--- src/rtl/dds_pkg.sv ---
// dds_pkg: step-word limits shared with the DDS top, plus the sweep scheduler enums.
package dds_pkg;

   localparam logic [31:0] MIN_STEP  = 32'd26;
   localparam logic [31:0] MAX_STEP  = 32'd1301505241;
   localparam logic [31:0] IDLE_STEP = 32'd26030;

   typedef enum logic [1:0] {
      SINGLE = 2'b00,
      SAW    = 2'b01,
      TRI    = 2'b10
   } sweep_mode_t;

   typedef enum logic [2:0] {
      IDLE   = 3'd0,
      LOAD   = 3'd1,
      DWELL  = 3'd2,
      STEP   = 3'd3,
      FINISH = 3'd4
   } sweep_state_t;

   // The reserved encoding 2'b11 behaves as a single sweep.
   function automatic sweep_mode_t decode_mode(input logic [1:0] raw);
      case (raw)
         2'b01:   return SAW;
         2'b10:   return TRI;
         default: return SINGLE;
      endcase
   endfunction

endpackage

--- src/rtl/dds_dwell_timer.sv ---
// dds_dwell_timer: loadable down-counter; expire marks terminal count zero.
module dds_dwell_timer #(
   parameter int unsigned DWELL_W = 24
) (
   input  logic               sys_clk,
   input  logic               reset,
   input  logic               load,
   input  logic [DWELL_W-1:0] load_val,
   input  logic               run,
   output logic               expire
);

   logic [DWELL_W-1:0] count_q, count_d;

   always_comb begin
      count_d = count_q;
      if (load) begin
         count_d = load_val;
      end else if (run && (count_q != '0)) begin
         count_d = count_q - DWELL_W'(1);
      end
   end

   always_ff @(posedge sys_clk or posedge reset) begin
      if (reset) begin
         count_q <= '0;
      end else begin
         count_q <= count_d;
      end
   end

   assign expire = (count_q == '0);

endmodule

--- src/rtl/dds_sweep_ctrl.sv ---
// dds_sweep_ctrl: phase-step sweep scheduler feeding phase_en/set_phase_step to the DDS core.
// Define DDS_SWEEP_MARKER_EN to add the sweep_marker leg-start strobe output.
//
// state  | meaning
// IDLE   | waiting for start; cfg_* captured into shadow registers on accept
// LOAD   | emit clamped start point, reset leg target/direction, arm dwell
// DWELL  | hold current point until the dwell timer reaches zero
// STEP   | advance toward leg target, reverse (triangle) or end (single)
// FINISH | one-cycle done pulse, then back to IDLE
module dds_sweep_ctrl
   import dds_pkg::*;
#(
   parameter int unsigned       STEP_W    = 32,
   parameter int unsigned       DWELL_W   = 24,
   parameter logic [STEP_W-1:0] MIN_STEP  = STEP_W'(dds_pkg::MIN_STEP),
   parameter logic [STEP_W-1:0] MAX_STEP  = STEP_W'(dds_pkg::MAX_STEP),
   parameter logic [STEP_W-1:0] IDLE_STEP = STEP_W'(dds_pkg::IDLE_STEP)
) (
   input  logic               sys_clk,
   input  logic               reset,
   input  logic [STEP_W-1:0]  cfg_start_step,
   input  logic [STEP_W-1:0]  cfg_stop_step,
   input  logic [STEP_W-1:0]  cfg_incr,
   input  logic [DWELL_W-1:0] cfg_dwell,
   input  logic [1:0]         cfg_mode,
   input  logic               start,
   input  logic               abort,
   output logic               busy,
   output logic               done,
   output logic               phase_en,
   output logic [STEP_W-1:0]  set_phase_step,
   output logic               sweep_dir
`ifdef DDS_SWEEP_MARKER_EN
   ,
   output logic               sweep_marker
`endif
);

   sweep_state_t       state_q, state_d;
   sweep_mode_t        mode_q, mode_d;
   logic [STEP_W-1:0]  start_q, start_d;
   logic [STEP_W-1:0]  stop_q, stop_d;
   logic [STEP_W-1:0]  incr_q, incr_d;
   logic [DWELL_W-1:0] dwell_q, dwell_d;
   logic [STEP_W-1:0]  tgt_q, tgt_d;
   logic [STEP_W-1:0]  step_q, step_d;
   logic               dir_q, dir_d;
   logic               phase_en_q, phase_en_d;
   logic               done_q, done_d;
   logic               busy_q, busy_d;
   logic               marker_q, marker_d;

   logic               tmr_load;
   logic               tmr_expire;
   logic [DWELL_W-1:0] tmr_val;
   logic [STEP_W-1:0]  cap_start, cap_stop, rev_tgt;
   logic               at_tgt;

   function automatic logic [STEP_W-1:0] clamp_step(input logic [STEP_W-1:0] v);
      if (v < MIN_STEP) return MIN_STEP;
      if (v > MAX_STEP) return MAX_STEP;
      return v;
   endfunction

   // One extra bit catches carry/borrow so the result saturates instead of wrapping.
   function automatic logic [STEP_W-1:0] step_toward(
      input logic [STEP_W-1:0] cur,
      input logic [STEP_W-1:0] incr,
      input logic [STEP_W-1:0] tgt,
      input logic              up
   );
      logic [STEP_W:0] sum;
      logic [STEP_W:0] diff;
      sum  = {1'b0, cur} + {1'b0, incr};
      diff = {1'b0, cur} - {1'b0, incr};
      if (up) begin
         return (sum >= {1'b0, tgt}) ? tgt : sum[STEP_W-1:0];
      end
      return (diff[STEP_W] || (diff[STEP_W-1:0] <= tgt)) ? tgt : diff[STEP_W-1:0];
   endfunction

   dds_dwell_timer #(
      .DWELL_W (DWELL_W)
   ) u_dwell_timer (
      .sys_clk  (sys_clk),
      .reset    (reset),
      .load     (tmr_load),
      .load_val (tmr_val),
      .run      (state_q == DWELL),
      .expire   (tmr_expire)
   );

   always_comb begin
      state_d    = state_q;
      mode_d     = mode_q;
      start_d    = start_q;
      stop_d     = stop_q;
      incr_d     = incr_q;
      dwell_d    = dwell_q;
      tgt_d      = tgt_q;
      step_d     = step_q;
      dir_d      = dir_q;
      phase_en_d = 1'b0;
      done_d     = 1'b0;
      marker_d   = 1'b0;
      tmr_load   = 1'b0;
      tmr_val    = dwell_q - DWELL_W'(1);
      cap_start  = clamp_step(cfg_start_step);
      cap_stop   = clamp_step(cfg_stop_step);
      rev_tgt    = (tgt_q == stop_q) ? start_q : stop_q;
      at_tgt     = (step_q == tgt_q);

      case (state_q)
         IDLE: begin
            if (start && !abort) begin
               start_d = cap_start;
               stop_d  = cap_stop;
               incr_d  = (cfg_incr == '0) ? STEP_W'(1) : cfg_incr;
               dwell_d = (cfg_dwell == '0) ? DWELL_W'(1) : cfg_dwell;
               mode_d  = decode_mode(cfg_mode);
               tgt_d   = cap_stop;
               dir_d   = (cap_start <= cap_stop);
               state_d = LOAD;
            end
         end
         LOAD: begin
            step_d     = start_q;
            tgt_d      = stop_q;
            dir_d      = (start_q <= stop_q);
            phase_en_d = 1'b1;
            marker_d   = 1'b1;
            tmr_load   = 1'b1;
            state_d    = DWELL;
         end
         DWELL: begin
            // Sawtooth restart goes straight to LOAD so the strobe spacing stays uniform.
            if (tmr_expire) begin
               state_d = (at_tgt && (mode_q == SAW)) ? LOAD : STEP;
            end
         end
         STEP: begin
            if (!at_tgt) begin
               step_d     = step_toward(step_q, incr_q, tgt_q, dir_q);
               phase_en_d = 1'b1;
               tmr_load   = 1'b1;
               state_d    = DWELL;
            end else if (mode_q == TRI) begin
               tgt_d      = rev_tgt;
               dir_d      = !dir_q;
               step_d     = step_toward(step_q, incr_q, rev_tgt, !dir_q);
               phase_en_d = 1'b1;
               marker_d   = 1'b1;
               tmr_load   = 1'b1;
               state_d    = DWELL;
            end else if (mode_q == SAW) begin
               state_d = LOAD;
            end else begin
               done_d  = 1'b1;
               state_d = FINISH;
            end
         end
         FINISH: begin
            state_d = IDLE;
         end
         default: begin
            state_d = IDLE;
         end
      endcase

      if (abort && (state_q != IDLE)) begin
         state_d    = IDLE;
         step_d     = step_q;
         tgt_d      = tgt_q;
         dir_d      = dir_q;
         phase_en_d = 1'b0;
         done_d     = 1'b0;
         marker_d   = 1'b0;
         tmr_load   = 1'b0;
      end

      busy_d = (state_d == LOAD) || (state_d == DWELL) || (state_d == STEP);
   end

   always_ff @(posedge sys_clk or posedge reset) begin
      if (reset) begin
         state_q    <= IDLE;
         mode_q     <= SINGLE;
         start_q    <= IDLE_STEP;
         stop_q     <= IDLE_STEP;
         incr_q     <= STEP_W'(1);
         dwell_q    <= DWELL_W'(1);
         tgt_q      <= IDLE_STEP;
         step_q     <= IDLE_STEP;
         dir_q      <= 1'b1;
         phase_en_q <= 1'b0;
         done_q     <= 1'b0;
         busy_q     <= 1'b0;
         marker_q   <= 1'b0;
      end else begin
         state_q    <= state_d;
         mode_q     <= mode_d;
         start_q    <= start_d;
         stop_q     <= stop_d;
         incr_q     <= incr_d;
         dwell_q    <= dwell_d;
         tgt_q      <= tgt_d;
         step_q     <= step_d;
         dir_q      <= dir_d;
         phase_en_q <= phase_en_d;
         done_q     <= done_d;
         busy_q     <= busy_d;
         marker_q   <= marker_d;
      end
   end

   assign busy           = busy_q;
   assign done           = done_q;
   assign phase_en       = phase_en_q;
   assign set_phase_step = step_q;
   assign sweep_dir      = dir_q;

`ifdef DDS_SWEEP_MARKER_EN
   assign sweep_marker = marker_q;
`else
   logic unused_marker;
   assign unused_marker = marker_q;
`endif

endmodule
--- config.mk ---
export PLATFORM = sky130hd
export DESIGN_NAME = dds_sweep_ctrl
export DESIGN_NICKNAME = d
export VERILOG_FILES = /design/src/rtl/dds_pkg.sv /design/src/rtl/dds_dwell_timer.sv /design/src/rtl/dds_sweep_ctrl.sv
export SDC_FILE = /design/constraint.sdc
export NUM_CORES = 1
export LEC_CHECK = 0
export BUFFER_PORTS_ARGS = -buffer_cell sky130_fd_sc_hd__clkbuf_2
export CORE_AREA = 2 2 193 195
export DETAILED_ROUTE_END_ITERATION = 6
export DIE_AREA = 0 0 195 197
export PLACE_DENSITY = 0.89
export SYNTH_ARGS = -nofsm -noshare
export SYNTH_HDL_FRONTEND = slang
export SYNTH_SLANG_ARGS = --single-unit
--- constraint.sdc ---
create_clock -name sys_clk -period 21.2 [get_ports sys_clk]
set_input_delay 3.18 -clock sys_clk [delete_from_list [all_inputs] [get_ports sys_clk]]
set_output_delay 3.18 -clock sys_clk [all_outputs]
set_load 0.01 [all_outputs]
Word level (Yosys, flattened, before mapping)
Cells that the tools add are included.
{ "word_totals": {"elab_cells": 129, "reg_bits": 217, "output_inout_bits": 36} }
{ "op_classes": {"n_eq_ne": 16, "addsub": 4, "bitwise_logic": 1, "n_lt_le_gt_ge": 10, "muxes": 63, "reduce_logical": 22} }
{ "op_table": {"columns": ["cell", "count"], "rows": [
  ["32-bit two-way mux", 23],
  ["32-bit <= comparator", 4],
  ["32-bit case mux with 3 select lines", 1],
  ["24-bit two-way mux", 3],
  ["33-bit by 32-bit greater-or-equal comparator with 1-bit output", 2],
  ["32-bit equality test", 2],
  ["32-bit by 31-bit greater-than comparator with 1-bit output, second input constant", 2],
  ["32-bit by 5-bit < comparator with 1-bit output, second input constant", 2],
  ["32-bit case mux with 2 select lines", 1],
  ["24-bit zero test", 2],
  ["24-bit by 1-bit subtractor with 24-bit output, second input constant", 2],
  ["32-bit by 32-bit adder with 33-bit output", 1],
  ["32-bit by 32-bit subtractor with 33-bit output", 1],
  ["32-bit zero test", 1],
  ["1-bit two-way mux", 24],
  ["24-bit nonzero test", 1],
  ["3-bit two-way mux", 6],
  ["3-bit by 2-bit equality test with 1-bit output, second input constant", 4],
  ["3-bit case mux with 4 select lines", 1],
  ["3-bit by 1-bit equality test with 1-bit output, second input constant", 2],
  ["2-bit != test, second input constant", 3],
  ["3-bit nonzero test", 2],
  ["5-bit AND reduction", 1],
  ["2-bit by 1-bit equality test with 1-bit output, second input constant", 2],
  ["14 further kinds", 23]
]} }

Logic depth before layout (Yosys ltp)
{ "logic_depth": {"word_depth": 9, "ltp_mapped": 25, "mapped_depth_nobuf": 22} }

Cells and area by module
Synthesis repeated with hierarchy kept, for this count alone.
{ "unflattened": {"cells_unflattened": 2773, "hier_area_um2": 22078.7} }
{ "modules_own_cells": {"columns": ["mod", "area_each_um2", "cells_each", "seq_area_each_um2", "instances"], "rows": [
  ["dds_sweep_ctrl", 20583.5, 2611, 4878.4, 1],
  ["dds_dwell_timer", 1495.2, 162, 600.6, 1]
]} }

Least setup slack after synthesis
Ideal clock, no wire load.
{ "synth_timing": {"path_type": "in2reg", "startpoint": "input cfg_start_step[22]", "endpoint": "register dir_q (netlist: sweep_dir)", "arrival_time_ns": 6.342, "n_path_buf": 1, "cell_stages": 16, "required_ns": 21.115, "setup_slack_ns": 14.772, "setup_time_ns": 0.085, "path_cell_list": "nor4_1 nand4_1 or2_2 a21oi_1 a2111oi_0 or2_2 clkbuf_1 and2_1 ha_1 a21o_1 a21o_1 a21oi_1 o211ai_1 a2111oi_0 a31oi_1 o221ai_1"} }
{ "synth_between": {"elab_chain_len": 8} }
{ "synth_rtl": {"columns": ["item", "line", "text"], "rows": [
  ["start: declaration", "dds_sweep_ctrl.sv:21", "input logic [STEP_W-1:0] cfg_start_step,"],
  ["32-bit by 31-bit greater-than comparator with 1-bit output", "dds_sweep_ctrl.sv:61", "if (v > MAX_STEP) return MAX_STEP;"],
  ["1-bit two-way mux (2 in a row)", "dds_sweep_ctrl.sv:61", null],
  ["32-bit two-way mux", "dds_sweep_ctrl.sv:62", "return v;"],
  ["32-bit two-way mux (*)", "dds_sweep_ctrl.sv:61", null],
  ["named net cap_start[25]", "dds_sweep_ctrl.sv:56", "logic [STEP_W-1:0] cap_start, cap_stop, rev_tgt;"],
  ["32-bit <= comparator (*)", "dds_sweep_ctrl.sv:122", "dir_d = (cap_start <= cap_stop);"],
  ["1-bit two-way mux (*)", "dds_sweep_ctrl.sv:115", "if (start && !abort) begin"],
  ["1-bit case mux with 3 select lines (*)", "dds_sweep_ctrl.sv:113", "case (state_q)"],
  ["end signal: assignment", "dds_sweep_ctrl.sv:208", "dir_q <= dir_d;"],
  ["end: declaration", "dds_sweep_ctrl.sv:47", "logic dir_q, dir_d;"]
]} }
The timed path passes the listed nets; every way through them passes the cells marked *. The select of a mux whose other input is x is not followed.
A chain may end at the register's enable or synchronous reset.

Final worst setup path
{ "layout_timing": {"startpoint": "register step_q[9] (netlist: set_phase_step[9])", "endpoint": "register step_q[31] (netlist: set_phase_step[31])"} }
{ "layout_between": {"elab_chain_len": 8} }
{ "layout_rtl": {"columns": ["item", "line", "text"], "rows": [
  ["start: declaration", "dds_sweep_ctrl.sv:46", "logic [STEP_W-1:0] step_q, step_d;"],
  ["start signal: assignment", "dds_sweep_ctrl.sv:207", "step_q <= step_d;"],
  ["32-bit by 32-bit adder with 33-bit output or 32-bit by 32-bit subtractor with 33-bit output (tied branches)", "dds_sweep_ctrl.sv:74, dds_sweep_ctrl.sv:75", null],
  ["33-bit by 32-bit greater-or-equal comparator with 1-bit output or 32-bit <= comparator (tied branches)", "dds_sweep_ctrl.sv:77, dds_sweep_ctrl.sv:79", null],
  ["32-bit two-way mux or 1-bit logical OR (tied branches)", "dds_sweep_ctrl.sv:77, dds_sweep_ctrl.sv:79", null],
  ["32-bit two-way mux (on tied branches)", "dds_sweep_ctrl.sv:76, dds_sweep_ctrl.sv:79", null],
  ["32-bit two-way mux", "dds_sweep_ctrl.sv:79", "return (diff[STEP_W] || (diff[STEP_W-1:0] <= tgt)) ? tgt : diff[STEP_W-1:0];"],
  ["32-bit two-way mux", "dds_sweep_ctrl.sv:147", "end else if (mode_q == TRI) begin"],
  ["32-bit two-way mux", "dds_sweep_ctrl.sv:142", "if (!at_tgt) begin"],
  ["32-bit case mux with 2 select lines", "dds_sweep_ctrl.sv:113", null]
]} }
Several ways; a longest one is shown, not always the timed one. The select of a mux whose other input is x is not followed.

==> flow_metrics.py <==
metrics = {
    "clocking": {
        "cts_tree": "yes",
        "post_cts_resized": 0,
        "cts_buffers": 27,
        "hold_buffers": 0,
        "cts.sinks": 217,
        "h-tree-depth": 1,
        "clockBufferDepth": 3,
        "post_cts_buffers": 0,
        "cts-root-buf": "clkbuf_16",
        "clk_latency_ns": 0.59,
        "path_clk_slew_ns": 0.06,
    },
    "timing": {
        "finalClockSkew_ns": 0.01890,
        "hold_violations": 0,
        "tightest_slew_ns": 1.180,
        "fin_tns_setup_ns": 0,
        "fmax_mhz": 133.7,
        "fin_crit_sh": 0.3527,
        "rsz0062_at_grt": "no",
        "setup_viol": 0,
        "period_needed_ns": 7.478,
        "relSlewSlack": 0.1932,
        "drv_slew": 0,
    },
    "synthesis": {
        "seq_area_frac_synth": 0.2534,
        "synth_top_area_frac": 0.2060,
        "synth_edf_count": 0,
        "synthFlopType": "dfrtp_1",
        "synth_top_area_cell": "dfrtp_1",
        "synth_fp_nets": 2999,
        "avgSynthCellArea_um2": 8.281,
        "synth_area_um2": 21620,
        "yosysUniqueCellTypes": 89,
        "synth_warnings": 0,
        "async_flop_share": 1.000,
        "syn_inst": 2611,
        "ys_ff_latch": 217,
        "synthTopCellsByArea": "dfrtp_1 (21%), ha_1 (15%), dfstp_2 (4.7%), mux2_2 (4.5%), nand2_1 (4.4%)",
    },
    "global_routing": {
        "grt_overflow": 0,
        "grt_antenna_before_repair": 0,
        "grt_pass1_wl_um": 123000,
        "grt_max_degree": 100,
        "track_usage": 0.4128,
        "grt_pass1_vias": 21200,
    },
    "floorplan": {
        "die-area_um2": 38420,
        "row_count": 70,
        "start_util": 0.5963,
        "die_x_um": 195,
        "core_area_um2": 36260,
        "die_height_um": 197,
        "ios": 162,
    },
    "cells_and_area": {
        "drive_above_1_share": 0.1520,
        "area_growth_pct": 10.08,
        "layout_common_cells": "ha_1 (260), nand2_1 (251), nor2_1 (191)",
        "n_antenna_cell": 0,
        "fillCellCount": 3046,
        "nNetsFinal": 3098,
        "final_util": 0.6564,
        "layout_commonest_cell": "ha_1",
    },
    "placement": {
        "dp_hpwl_um": 62420,
        "gp_congestion": 1.031,
        "port_buffers": 161,
    },
    "status": {
        "violations": "DRC",
        "status": "finished, violations left",
    },
    "critical_path": {
        "path_cells": "ha_1 > nand4_1 > a2111oi_0 > o21ai_0 > a21oi_1 > o31ai_1 > o311ai_0 > ha_1 > nand4_1 > nor4_1 > nand2_1 > a22oi_1 > nor2_1 > buf_4 > nor2_2 > a221o_1 > a21oi_1 > o31ai_1",
        "worstSetupPathType": "flop to flop",
        "required_ns": 21.68,
        "critPathLaunchType": "flop",
        "critPathArrivalTime_ns": 7.96,
        "slowest_delay_ns": 0.94,
        "cp_slowest_cell": "o311ai_0",
        "crit_fanout": 24,
        "cp-end-kind": "flop",
    },
    "detailed_routing": {
        "routedWlPerCell_um": 25.28,
        "drt-pass1-iter-count": 7,
        "ant_nets": 0,
        "first_iter_violations": 2643,
        "drc": 1,
        "vias": 21920,
        "avgViaCountPerCell": 6.853,
        "wirelength_um": 80860,
    },
    "run": {
        "cap_violations": 0,
    },
    "power_and_ir_drop": {
        "p_per_area_nw_per_um2": 157.2,
        "peakVddDrop_v": 0.00009487,
        "p_leak_nw": 10.36,
    },
    "worst_hold_path": {
        "hold_class": "flop to flop",
    },
}
==> worst max-delay path, delay by kind of cell, from the launching register on <==
kind / cells / cell delay [ns]
flip-flops: 1 / 0.50
AND/OR/NAND/NOR: 6 / 2.27
AO/OA/AOI/OAI: 9 / 3.49
buffers and inverters: 1 / 0.27
adder cells (fa/ha/maj): 2 / 0.83
==> logic make-up after synthesis <==
group | after synthesis | synth area share
xor gates and xnor gates | 155 | 0.06279
other | 2 | 0.0003474
muxes | 146 | 0.07361
and+or+nand+nor | 831 | 0.1892
DFF | 217 | 0.2534
AOI/OAI and AO/OA | 724 | 0.2173
buffers and inverters | 274 | 0.05098
adders and majority gates | 262 | 0.1523
==> final cells by class <==
type | instances | area (µm²) | share of cell area
multi-input cells | 2120 | 15080 | 0.6335
clock buffers | 37 | 783.3 | 0.03291
flip-flops and latches | 217 | 5480 | 0.2303
well taps | 468 | 585.6 | 0.02460
clock inverters | 13 | 242.7 | 0.01020
repair buffers | 195 | 1064 | 0.04469
inverters | 149 | 566.8 | 0.02381
==> sequential cells by signal, indices dropped and copies added, names as in the netlist <==
signal,flops
mode_q,2
start_q,32
sweep_dir,1
phase_en,1
stop_q,32
tgt_q,32
set_phase_step,32
busy,1
dwell_q,24
incr_q,32
state_q,3
u_dwell_timer.count_q,24
done,1
==> metal layers <==
layer | routed length, µm | vias to the layer above | share of wire | GRT usage
li1 | - | 9791 | - | -
met1 | 32360 | 10420 | 0.40 | 0.5531
met2 | 35270 | 1408 | 0.44 | 0.6454
met3 | 8501 | 304 | 0.11 | 0.06930
met4 | 4728 | 0 | 0.058 | 0.2092
met5 | 0 | - | 0 | 0
==> cells in the mapped netlist (all sizes together) (13+ instances only) <==
cell type  count
o31ai         13
o21a          20
dfrtp        178
or3           16
a31oi         23
nor2         194
a221oi        19
o21ai        197
nor2b         26
nand3         43
nand2        252
clkbuf        91
buf           34
a211oi        27
nand4         54
nor4          63
ha           260
a21oi        180
xnor2         67
xor2          88
inv          149
nor3          62
o211ai        82
a21o          39
mux2i         58
nand2b        31
and2          27
mux2          88
dfstp         39
==> worst paths after layout <==
check / start / end / slack, ns / cells after the start
setup / recovery: set_phase_step[9] / set_phase_step[31] / 13.72 / 18
hold / removal: dwell_q[0] / dwell_q[0] / 0.51 / 2
setup reg to reg: set_phase_step[9] / set_phase_step[31] / 13.72 / 18
hold reg to reg: dwell_q[0] / dwell_q[0] / 0.51 / 2
max in group asynchronous: reset / incr_q[4] / 16.36 / 4
min in group asynchronous: reset / dwell_q[4] / 2.69 / 2
==> per-stage QoR <==
stage	std cells	power (W)	hold WS, ns	instance area (µm²)	worst slack [ns]
2_1_floorplan	2611	0.002338	0.4688	21620	12.15
3_3_place_gp	3148	0.003027	0.4971	22760	13.46
3_5_place_dp	3149	0.003087	0.5038	22770	13.46
4_1_cts	3199	0.003648	0.5176	23800	14.06
5_1_grt	3199	0.003964	0.5308	23800	13.65
6_report	3199	0.003741	0.5124	23800	13.72
==> power breakdown <==
group          leakage [nW]  switching (W)  internal (W)
Sequential             2.54       0.000159      0.000522
Combinational          7.32        0.00162      0.000898
Clock                 0.498       0.000207      0.000333
Total                  10.4        0.00199       0.00175
Note: power is estimated with default switching activity, not from simulation.
